**config.mk**
```make
export PLATFORM = sky130hd
export DESIGN_NAME = ro_meas_sequencer
export DESIGN_NICKNAME = d
export VERILOG_FILES = /design/src/rtl/tempsens_pkg.sv /design/src/rtl/gate_timer.sv /design/src/rtl/ro_meas_sequencer.sv
export SDC_FILE = /design/constraint.sdc
export NUM_CORES = 1
export LEC_CHECK = 0
export CAP_MARGIN = 20
export CORE_UTILIZATION = 52
export CTS_BUF_LIST = sky130_fd_sc_hd__clkbuf_4
export CTS_CLUSTER_DIAMETER = 40
export CTS_CLUSTER_SIZE = 10
export DETAILED_ROUTE_END_ITERATION = 7
export PLACE_DENSITY = 0.78
export SLEW_MARGIN = 20
export SYNTH_ARGS = -nofsm -noshare
export SYNTH_HDL_FRONTEND = slang
export SYNTH_HIERARCHICAL = 1
export SYNTH_SLANG_ARGS = --single-unit
```
**constraint.sdc**
```tcl
create_clock -name clk -period 2.4 [get_ports clk]
set_input_delay 0.48 -clock clk [delete_from_list [all_inputs] [get_ports clk]]
set_output_delay 0.48 -clock clk [all_outputs]
set_load 0.05 [all_outputs]
```
**src/rtl/tempsens_pkg.sv**
```systemverilog
// Shared constants for the ring-oscillator measurement sequencer:
// UART command bytes, FSM state encodings and the log2n saturation helper.
package tempsens_pkg;

  localparam logic [7:0] CMD_MEAS   = 8'h4D;
  localparam logic [7:0] CMD_NSET   = 8'h4E;
  localparam logic [7:0] CMD_RESEND = 8'h52;
  localparam logic [7:0] CMD_ABORT  = 8'h58;

  localparam logic [3:0] S_IDLE    = 4'd0;
  localparam logic [3:0] S_ARM     = 4'd1;
  localparam logic [3:0] S_GATE    = 4'd2;
  localparam logic [3:0] S_SETTLE  = 4'd3;
  localparam logic [3:0] S_CAPTURE = 4'd4;
  localparam logic [3:0] S_DIVIDE  = 4'd5;
  localparam logic [3:0] S_SEND_LO = 4'd6;
  localparam logic [3:0] S_WAIT_LO = 4'd7;
  localparam logic [3:0] S_SEND_HI = 4'd8;
  localparam logic [3:0] S_WAIT_HI = 4'd9;

  localparam logic [2:0] LOG2N_MAX = 3'd4;

  function automatic logic [2:0] sat_log2n(input logic [2:0] v);
    return (v > LOG2N_MAX) ? LOG2N_MAX : v;
  endfunction

endpackage

```
**src/rtl/gate_timer.sv**
```systemverilog
// Loadable down-counter; done_o is high while the count is zero.
// Ports: clk, reset (sync, active-high), load_i/val_i load, done_o flag.
module gate_timer #(
  parameter int W = 10
) (
  input  logic         clk,
  input  logic         reset,
  input  logic         load_i,
  input  logic [W-1:0] val_i,
  output logic         done_o
);

  logic [W-1:0] cnt_q, cnt_d;

  always_comb begin
    cnt_d = cnt_q;
    if (load_i) begin
      cnt_d = val_i;
    end else if (cnt_q != '0) begin
      cnt_d = cnt_q - W'(1);
    end
  end

  always_ff @(posedge clk) begin
    if (reset) begin
      cnt_q <= '0;
    end else begin
      cnt_q <= cnt_d;
    end
  end

  assign done_o = (cnt_q == '0);

endmodule

```
**src/rtl/ro_meas_sequencer.sv**
```systemverilog
// Ring-oscillator measurement sequencer: UART commands start averaged
// gate/settle/capture cycles and the CW-bit result is sent as two bytes.
// Ports: clk, reset, rx_data/rx_ready (commands), tx_busy/tx_start/tx_data
// (transmit handshake), count/osc_en/cnt_clr (oscillator counter),
// result/result_valid (averaged value), busy (not idle).
module ro_meas_sequencer
  import tempsens_pkg::*;
#(
  parameter int GATE_CYCLES   = 1000,
  parameter int SETTLE_CYCLES = 2,
  parameter int CW            = 16
) (
  input  logic          clk,
  input  logic          reset,
  input  logic [7:0]    rx_data,
  input  logic          rx_ready,
  input  logic          tx_busy,
  input  logic [CW-1:0] count,
  output logic          osc_en,
  output logic          cnt_clr,
  output logic          tx_start,
  output logic [7:0]    tx_data,
  output logic [CW-1:0] result,
  output logic          result_valid,
  output logic          busy
);

  localparam int TMAX = (GATE_CYCLES > SETTLE_CYCLES) ?
                        GATE_CYCLES : SETTLE_CYCLES;
  localparam int TW = $clog2(TMAX + 1);
  localparam logic [TW-1:0] GATE_LD   = TW'(GATE_CYCLES - 1);
  localparam logic [TW-1:0] SETTLE_LD = TW'(SETTLE_CYCLES - 1);

  logic [3:0]    state_q, state_d;
  logic [2:0]    log2n_q, log2n_d;
  logic          pend_q, pend_d;
  logic [CW+3:0] acc_q, acc_d;
  logic [4:0]    idx_q, idx_d;
  logic [CW-1:0] res_q, res_d;
  logic          rv_q, rv_d;
  logic [7:0]    txd_q, txd_d;

  logic          tmr_load;
  logic [TW-1:0] tmr_val;
  logic          tmr_done;
  logic          abort;

  gate_timer #(.W(TW)) u_timer (
    .clk    (clk),
    .reset  (reset),
    .load_i (tmr_load),
    .val_i  (tmr_val),
    .done_o (tmr_done)
  );

  assign abort = rx_ready && (rx_data == CMD_ABORT) &&
                 (state_q != S_IDLE);

  always_comb begin
    state_d  = state_q;
    log2n_d  = log2n_q;
    pend_d   = pend_q;
    acc_d    = acc_q;
    idx_d    = idx_q;
    res_d    = res_q;
    rv_d     = 1'b0;
    txd_d    = txd_q;
    tmr_load = 1'b0;
    tmr_val  = '0;

    case (state_q)
      S_IDLE: begin
        if (rx_ready) begin
          if (pend_q) begin
            // Byte after 'N' is its argument; 'X' drops it instead.
            pend_d = 1'b0;
            if (rx_data != CMD_ABORT) begin
              log2n_d = sat_log2n(rx_data[2:0]);
            end
          end else if (rx_data == CMD_MEAS) begin
            acc_d   = '0;
            idx_d   = '0;
            state_d = S_ARM;
          end else if (rx_data == CMD_NSET) begin
            pend_d = 1'b1;
          end else if (rx_data == CMD_RESEND) begin
            txd_d   = 8'(res_q);
            state_d = S_SEND_LO;
          end
        end
      end
      S_ARM: begin
        tmr_load = 1'b1;
        tmr_val  = GATE_LD;
        state_d  = S_GATE;
      end
      S_GATE: begin
        if (tmr_done) begin
          tmr_load = 1'b1;
          tmr_val  = SETTLE_LD;
          state_d  = S_SETTLE;
        end
      end
      S_SETTLE: begin
        if (tmr_done) begin
          state_d = S_CAPTURE;
        end
      end
      S_CAPTURE: begin
        acc_d = acc_q + (CW+4)'(count);
        idx_d = idx_q + 5'd1;
        if (idx_d == (5'd1 << log2n_q)) begin
          state_d = S_DIVIDE;
        end else begin
          state_d = S_ARM;
        end
      end
      S_DIVIDE: begin
        res_d   = CW'(acc_q >> log2n_q);
        rv_d    = 1'b1;
        txd_d   = 8'(res_d);
        state_d = S_SEND_LO;
      end
      S_SEND_LO: begin
        if (tx_busy) begin
          state_d = S_WAIT_LO;
        end
      end
      S_WAIT_LO: begin
        if (!tx_busy) begin
          txd_d   = 8'(res_q >> 8);
          state_d = S_SEND_HI;
        end
      end
      S_SEND_HI: begin
        if (tx_busy) begin
          state_d = S_WAIT_HI;
        end
      end
      S_WAIT_HI: begin
        if (!tx_busy) begin
          state_d = S_IDLE;
        end
      end
      default: begin
        state_d = S_IDLE;
      end
    endcase

    // Abort wins over any in-flight update, result included.
    if (abort) begin
      state_d = S_IDLE;
      res_d   = res_q;
      rv_d    = 1'b0;
    end
  end

  always_ff @(posedge clk) begin
    if (reset) begin
      state_q <= S_IDLE;
      log2n_q <= '0;
      pend_q  <= 1'b0;
      acc_q   <= '0;
      idx_q   <= '0;
      res_q   <= '0;
      rv_q    <= 1'b0;
      txd_q   <= '0;
    end else begin
      state_q <= state_d;
      log2n_q <= log2n_d;
      pend_q  <= pend_d;
      acc_q   <= acc_d;
      idx_q   <= idx_d;
      res_q   <= res_d;
      rv_q    <= rv_d;
      txd_q   <= txd_d;
    end
  end

  assign osc_en       = (state_q == S_GATE);
  assign cnt_clr      = (state_q == S_ARM);
  assign tx_start     = (state_q == S_SEND_LO) ||
                        (state_q == S_SEND_HI);
  assign tx_data      = txd_q;
  assign result       = res_q;
  assign result_valid = rv_q;
  assign busy         = (state_q != S_IDLE);

endmodule

```
---- Word level (Yosys, flattened, before mapping) ----
Cells that the tools add are included.
storage, ports and cells
  bits in registers ....................... 68
  bits of input ports ..................... 28
  output and inout bits ................... 29
  logic and storage cells ................. 101
cells by class
  add/subtract/negate cells ............... 3
  order comparisons ....................... 1
  eq/ne operators ......................... 29
  shift-type cells ........................ 2
  muxes and demuxes ....................... 39
  bitwise gates (word level) .............. 1
  reductions and logical operators ........ 17
operators by type and width
  operator                                             number
  2-to-1 mux 20 bit                                    3
  2-to-1 mux 8 bit                                     6
  2-to-1 mux 4 bit                                     11
  case mux 20 bit (2 select lines)                     1
  case mux 4 bit (10 select lines)                     1
  equality test 8 x 7 -> 1 bit, second input constant  4
  case mux 8 bit (3 select lines)                      1
  != test 2 bit, second input constant                 11
  adder 20 x 16 -> 20 bit                              1
  2-to-1 mux 10 bit                                    2
  case mux 10 bit (2 select lines)                     1
  right shift 20 x 3 -> 16 bit                         1
  equality test 4 x 3 -> 1 bit, second input constant  4
  2-to-1 mux 5 bit                                     3
  logical NOT 10 bit                                   1
  case mux 5 bit (2 select lines)                      1
  AND reduction 10 bit                                 1
  nonzero test 10 bit                                  1
  subtractor 10 x 1 -> 10 bit, second input constant   1
  equality test 4 x 2 -> 1 bit, second input constant  2
  equality test 4 bit, second input constant           2
  != test 8 x 7 -> 1 bit, second input constant        1
  AND reduction 4 bit                                  2
  AND reduction 7 bit                                  1
  other kinds (19)                                     29

---- Depth between registers and ports, before layout ----
Gate-level depths: netlist of run 1.
  depth after elaboration ................. 7
  gate-level depth with buffers ........... 11
  gate-level depth less buffers ........... 10

---- Cells and area by module ----
The synthesis of run 1 kept the hierarchy.
by module, submodules not included
  module             times used  cells each  area an instance (µm²)  seq. area each (µm²)
  ro_meas_sequencer  1           469         3953.8                  1161.1
  gate_timer         1           73          613.1                   200.2

---- Worst setup path before layout of run 1 ----
No wires, ideal clock.
  path kind ............................... reg2reg
  from .................................... register state_q[1]
  to ...................................... register u_timer.cnt_q[9]
  library setup time ...................... 115 ps
  data arrival time ....................... 3409 ps
  required time ........................... 2285 ps
  setup slack ............................. -1124 ps
  stages on the path, launching flop included .. 9
  path buffers ............................ 3
  period minus slack after synthesis ...... 3524 ps
  path through ............................ dfxtp_1 -> clkbuf_1 -> clkinv_1 -> nor4_1 -> a21o_1 -> clkbuf_1 -> clkbuf_1 -> a21oi_1 -> o21a_1
on the way
  word-level cells in the longest chain between the ends .. 3
  elaborated cells on any way between the ends .. 6
  those cells by class .................... eq/ne: 2; mux: 3; reduce/logical: 1
ends and longest elaborated chain
  item                                                            line                      source
  start: declaration                                              ro_meas_sequencer.sv:34   logic [3:0] state_q, state_d;
  start signal: assignment                                        ro_meas_sequencer.sv:169  state_q <= state_d;
  equality test 4 x 2 -> 1 bit *                                  n/a
  net osc_en                                                      ro_meas_sequencer.sv:19   output logic osc_en,
  case mux 1 bit (2 select lines) *                               ro_meas_sequencer.sv:71   case (state_q)
  net tmr_load                                                    ro_meas_sequencer.sv:43   logic tmr_load;
  2-to-1 mux 10 bit / nonzero test 2 bit (equally long branches)  n/a
  end signal: assignment                                          gate_timer.sv:28          cnt_q <= cnt_d;
  end: declaration                                                gate_timer.sv:13          logic [W-1:0] cnt_q, cnt_d;
The timed path passes the listed nets; every way through them passes the cells marked *.
A chain may end at the register's enable or synchronous reset.

---- Final worst setup path of run 1 ----
  from .................................... register u_timer.cnt_q[1]
  to ...................................... register state_q[0]
on the way
  word-level cells in the longest chain between the ends .. 3
  elaborated cells on any way between the ends .. 4
  those cells by class .................... eq/ne: 2; reduce/logical: 2
ends and longest elaborated chain
  item                                                                      line                     source
  logical NOT 10 bit *                                                      gate_timer.sv:32         assign done_o = (cnt_q == '0);
  net tmr_done                                                              ro_meas_sequencer.sv:45  logic tmr_done;
  != test 2 bit (no line) / != test 2 x 1 -> 1 bit (equally long branches)  n/a
  AND reduction 10 bit (no line) *                                          n/a
Marked as above.

==> results of run 1 <==
[critical path, stage by stage (launching register included)]
cell	delay, ns
dfxtp_2	0.34
inv_2	0.07
ha_4	0.14
or4b_4	0.49
nor3_4	0.15
nor3b_1	0.07
a31oi_1	0.14
nor2_1	0.07
or3_4	0.39
or3_1	0.33
a21boi_1	0.14
[worst min path at each step]
stage	slack (ns)	cells after the start	from	to
6_report	0.50	2	tx_data[5]$_SDFFE_PP0P_	tx_data[5]$_SDFFE_PP0P_
5_1_grt	0.49	2	reset	acc_q[1]$_SDFFE_PP0P_
4_1_cts	0.47	2	reset	acc_q[1]$_SDFFE_PP0P_
3_5_place_dp	0.48	2	tx_data[5]$_SDFFE_PP0P_	tx_data[5]$_SDFFE_PP0P_
3_3_place_gp	0.48	2	tx_data[5]$_SDFFE_PP0P_	tx_data[5]$_SDFFE_PP0P_
2_1_floorplan	0.47	2	idx_q[4]$_SDFFE_PP0P_	idx_q[4]$_SDFFE_PP0P_
[metrics by stage]
stage               cell area, sq um  cells  utilization (%)  setup TNS, ns  total power [mW]
floorplan                       4617    543                -       -0.07518             2.722
global placement                5766    748            69.13         -10.67             3.373
detailed placement              5766    748            69.13         -13.44             3.445
CTS                             5911    764            70.87              0             4.142
global route                    5984    768            71.75        -0.1411             4.450
finish                          5984    768            71.75              0             4.190
[cell families after synthesis]
kind of cell               count (synthesis)
adders and majority gates                 19
other                                      1
muxes                                     31
and+or+nand+nor                          205
AOI/OAI and AO/OA                        148
xor gates and xnor gates                  26
DFF                                       68
buffers and inverters                     44
[sequential cells by signal, summed over array words and instances (netlist names)]
| name | cells |
|---|---|
| state_q | 4 |
| log2n_q | 3 |
| idx_q | 5 |
| u_timer/cnt_q | 10 |
| tx_data | 8 |
| result | 16 |
| acc_q | 20 |
| result_valid | 1 |
| pend_q | 1 |
[power by group through the flow]
stage                     clock network (mW)  registers, mW  logic (mW)
after floorplan                            0           1.41        1.31
after global placement                     0           1.41        1.96
after detailed placement                   0           1.42        2.03
after CTS                              0.690           1.39        2.06
after global routing                   0.736           1.42        2.30
final                                  0.676           1.40        2.12
[routing by layer]
metal  wire length [microns]  vias up
met5                       0        -
met4                     172        0
met3                     622       18
met2                    5894      142
met1                    5466     2199
li1                        -     2248
[layout by cell type (no fill, tap or decap), types with 10 or more instances in the layout]
| cell | Yosys | routed |
|---|---|---|
| nor2_1 | 63 | 63 |
| buf_4 | 0 | 77 |
| dfxtp_1 | 68 | 65 |
| clkdlybuf4s50_1 | 0 | 51 |
| xnor2_1 | 20 | 20 |
| nand2_1 | 52 | 52 |
| mux4_2 | 15 | 15 |
| nor3_1 | 18 | 18 |
| a21oi_1 | 41 | 39 |
| o21ai_0 | 19 | 18 |
| ha_1 | 18 | 17 |
| a22o_1 | 15 | 15 |
| inv_1 | 13 | 11 |
| nand3_1 | 10 | 10 |
| mux2i_1 | 12 | 12 |
[area by class of cell]
| cell class | instances | area, sq um | area share (%) |
|---|---|---|---|
| multi-input cells | 431 | 3139 | 52.46 |
| flip-flops and latches | 68 | 1365 | 22.81 |
| repair buffers | 133 | 1174 | 19.61 |
| well taps | 105 | 131.4 | 2.195 |
| clock buffers | 9 | 67.56 | 1.129 |
| inverters | 15 | 57.56 | 0.9617 |
| clock inverters | 7 | 50.05 | 0.8363 |
[what timing repair did]
action	in CTS	in global routing
endpoints found under the setup margin	4	15
pin swaps	1	6
hold buffers	0	0
resized for setup	5	16
buffers inserted	0	4
==> impl_metrics.toml, run 1 <==
[status]
outcome = "finished, final reports clean"

[clocking]
clkTransAtPathRegs_ns = 0.13
clock-root-buffer = "clkbuf_4"
cts_tree = "yes"
insertion_delay_ns = 0.43
htree_levels = 3
cts.sinks = 68
clockBufferDepth = 2
cts_inserted_buffers = 9

[synthesis]
netlist.area_leader.share_pct = 29.81
synth_compound_area_share_pct = 22.30
synthTopCellsByCount = "68 x dfxtp_1, 63 x nor2_1, 52 x nand2_1"
synth_ff_type = "dfxtp_1"
synth_area_sq_um = 4567
synth.top_cells.by_area = "dfxtp_1 30%, mux4_2 7.4%, nor2_1 5.2%, ha_1 4.9%, a21oi_1 4.5%"
synth_cells = 542
synth_edf_count = 0
yosys.cell_types.count = 63
synthMostInstantiatedCell = "dfxtp_1"
ys_seq_area_share_pct = 29.81
syn_area_per_cell_sq_um = 8.426
yosysWarnings = 6
synth-simple-area-share_pct = 22.63
yosysTopAreaCell = "dfxtp_1"
synthAdderAreaFrac_pct = 5.370
async_reset_ff_share_pct = 0
muxShareOfSynthArea_pct = 11.01
synthXorXnorAreaFrac_pct = 4.986
synth-seq-cells = 68
synth_top_family_by_area = "simple AND/OR/NAND/NOR gates"

[final_layout]
fillers = 662
final_layout_size_suffix_gt1_share_pct = 21.87
area_growth_pct = 31.04
fin_nets = 705
antenna_cells = 0

[grt]
grt_use_met2_pct = 45.65
grt-busiest-layer = "met2"
grt_pass1_vias = 4139
overflow = 0
antenna_found_initial = 0
grt_pass1_wl_microns = 19490
grt_use_met3_pct = 5.529
grt_max_degree = 29
grt_usage_pct = 27.55
grt_use_met1_pct = 36.10

[sta]
layout_min_cycle_time_ns = 2.379
fmax_mhz = 420.4
finalSetupViolations = 0
hold_viol = 0
hold-worst-slack_ns = 0.4994
slew_headroom_pct = 56.84
timing.final.crit_share_pct = 99.12
skew_ns = 0.01653
tightestPinTransition_ns = 0.6415
rsz0062_at_grt = "true"
layout_setup_ws_ns = 0.02107
maxSlewViolCount = 0

[critical_path]
worst_ep_arrival_time_ns = 2.74
cp-end-kind = "flip-flop"
rr_endpoint = "state_q[0]$_SDFFE_PP0P_"
crit_fanout = 8
r2r_slack_ns = 0.02
r2r_cells = 10
critPathLaunchType = "flip-flop"
critPathCapture = "state_q[0]$_SDFFE_PP0P_"
reg2reg_from = "u_timer/cnt_q[1]$_SDFFE_PP0P_"
critPathLaunch = "u_timer/cnt_q[1]$_SDFFE_PP0P_"
worstSetupPathType = "reg2reg"
cp.required_ns = 2.76

[routing]
finalWirelength_microns = 12160
drtIter0Drc = 225
wire_per_inst_microns = 15.83
avgViaCountPerCell = 5.999
vias = 4607
drc = 0
firstDrtPassIters = 5
postRouteAntennaNets = 0

[die]
io_pins = 57
chipHeight_microns = 95.72
coreArea_sq_um = 8341
die_x_microns = 95.72
start_util_pct = 54.76
die_area_sq_um = 9161
rows = 33

[power_and_ir_drop]
sw_frac_of_total_pct = 39.78
power_density_nw_per_um2 = 700.1
seqPwrFrac_pct = 33.3
p_leak_nw = 2.242
clock_power_share_pct = 16.1
p_int_mw = 2.523
vdd_ir_drop_max_mv = 0.3458
p_sw_mw = 1.667
pwr-share-comb_pct = 50.5

[hold_path]
hold_class = "reg2reg"

[run]
drv_cap = 0

[placement]
hpwl_microns = 9279
gp_routability_congestion = 0.8907
dpl_worst_slack_ns = -0.6640
io_buffers = 56
Power figures use the tool's default switching activity.
==> run 2: changes to the inputs <==
TNS_END_PERCENT = 50   (was default)
==> impl_metrics.toml, run 2 (synthesis gave the netlist of run 1 again) <==
[final_layout]
fin_nets = 703
final_layout_size_suffix_gt1_share_pct = 21.63
area_growth_pct = 31.62
layout_commonest_cell = "buf_4"
largest_register_ffs = 20
layoutNonFillerInstCount = 766
mostFrequentLayoutCells = "74 x buf_4, 65 x dfxtp_1, 63 x nor2_1"
largest_register = "acc_q"
fillers = 666
ff_latch_area_sq_um = 1365
multi_input_area_sq_um = 3117
antenna_cells = 0
final_core_util_pct = 72.07

[critical_path]
worst_ep_arrival_time_ns = 2.71
r2r_cells = 10
worstSetupPathType = "in2reg"
cp.required_ns = 2.76
critPathLaunchType = "input pin"
r2r_slack_ns = 0.06
crit_fanout = 8
cp-end-kind = "flip-flop"

[die]
io_pins = 57
coreArea_sq_um = 8341
die_x_microns = 95.72
rows = 33
start_util_pct = 54.76
die_area_sq_um = 9161
chipHeight_microns = 95.72

[sta]
layout_min_cycle_time_ns = 2.348
rsz0062_at_grt = "true"
tightestPinTransition_ns = 0.6662
timing.final.crit_share_pct = 97.85
skew_ns = 0.01441
maxSlewViolCount = 0
hold_viol = 0
finalSetupViolations = 0
hold-worst-slack_ns = 0.3872
slew_headroom_pct = 55.18
fmax_mhz = 425.8

[clocking]
clock-root-buffer = "clkbuf_4"
cts.sinks = 68
htree_levels = 3
cts_setup_buffers = 0
cts_hold_buf = 0
clkTransAtPathRegs_ns = 0.13
cts_tree = "yes"
cts_inserted_buffers = 9
clockBufferDepth = 2
insertion_delay_ns = 0.43

[grt]
grt_max_degree = 29
antenna_found_initial = 0
grt_pass1_vias = 4330
grt_pass1_wl_microns = 20120
grt_usage_pct = 28.20
overflow = 0

[placement]
gp_routability_congestion = 0.8908
hpwl_microns = 9348
dp_cells = 750
io_buffers = 56

[power_and_ir_drop]
sw_frac_of_total_pct = 37.87
p_leak_nw = 2.264
seqPwrFrac_pct = 32.4
vdd_ir_drop_max_mv = 0.3431
clock_power_share_pct = 20.5
p_int_mw = 2.707
p_sw_mw = 1.650
power_density_nw_per_um2 = 724.8
pwr-share-comb_pct = 47.1

[run]
drv_cap = 0

[routing]
drc = 0
wire_per_inst_microns = 15.89
postRouteAntennaNets = 0
firstDrtPassIters = 5
finalWirelength_microns = 12170
drtIter0Drc = 222
avgViaCountPerCell = 6.012
vias = 4605

[hold_path]
holdPathStages = 2
hold_class = "in2reg"

[status]
outcome = "finished, final reports clean"
run 2: worst paths after layout:
path,from,end
setup / recovery,rx_data[6],tx_data[5]$_SDFFE_PP0P_
hold / removal,reset,pend_q$_SDFFE_PP0P_
setup reg to reg,u_timer/cnt_q[1]$_SDFFE_PP0P_,state_q[0]$_SDFFE_PP0P_
hold reg to reg,tx_data[2]$_SDFFE_PP0P_,tx_data[2]$_SDFFE_PP0P_
run 2: repair_timing:
| action | CTS | global route |
|---|---|---|
| setup endpoints to repair | 2 | 27 |
| resized for setup | 2 | 16 |
| endpoints found under the hold margin | 0 | 0 |
| pin swaps | 0 | 5 |
run 2: worst max-delay path, stage by stage:
cell and delay (ns):
clkdlybuf4s50_1 0.45, or3b_4 0.41, or4_1 0.55, o211ai_1 0.30, a21o_2 0.24, a2111oi_1 0.09
nor3_1 0.19
run 2: layer usage:
metal  part of all wire (%)  track usage (%)
met5                      0                0
met2                     49            49.05
met3                    5.5            4.976
met4                    1.8            9.328
met1                     43            35.26
run 2: area by class of cell:
cell class,instances,share of cell area [%]
Sequential cell,68,22.71
Inverter,15,0.9575
Timing Repair Buffer,131,19.53
Clock buffer,9,1.124
Clock inverter,7,1.644
Multi-Input combinational cell,431,51.85
Tap cell,105,2.186
run 2: power by group through the flow:
stage,clock (mW),combinational [mW],sequential [mW]
floorplan,0,1.30,1.41
global route,0.953,2.25,1.43
CTS,0.902,2.03,1.40
global placement,0,1.94,1.42
detailed placement,0,2.01,1.43
finish,0.895,2.05,1.41
run 2: stage by stage:
| stage | TNS, ns | power (mW) | worst slack (ns) | cell area [sq um] |
|---|---|---|---|---|
| after floorplan | -0.1484 | 2.717 | -0.07518 | 4612 |
| after detailed placement | -11.04 | 3.439 | -0.4749 | 5788 |
| after CTS | 0 | 4.334 | 0.003328 | 5961 |
| after global placement | -9.202 | 3.363 | -0.3918 | 5788 |
| final | 0 | 4.357 | 0.05166 | 6011 |
| after global routing | -0.1979 | 4.637 | -0.06004 | 6011 |
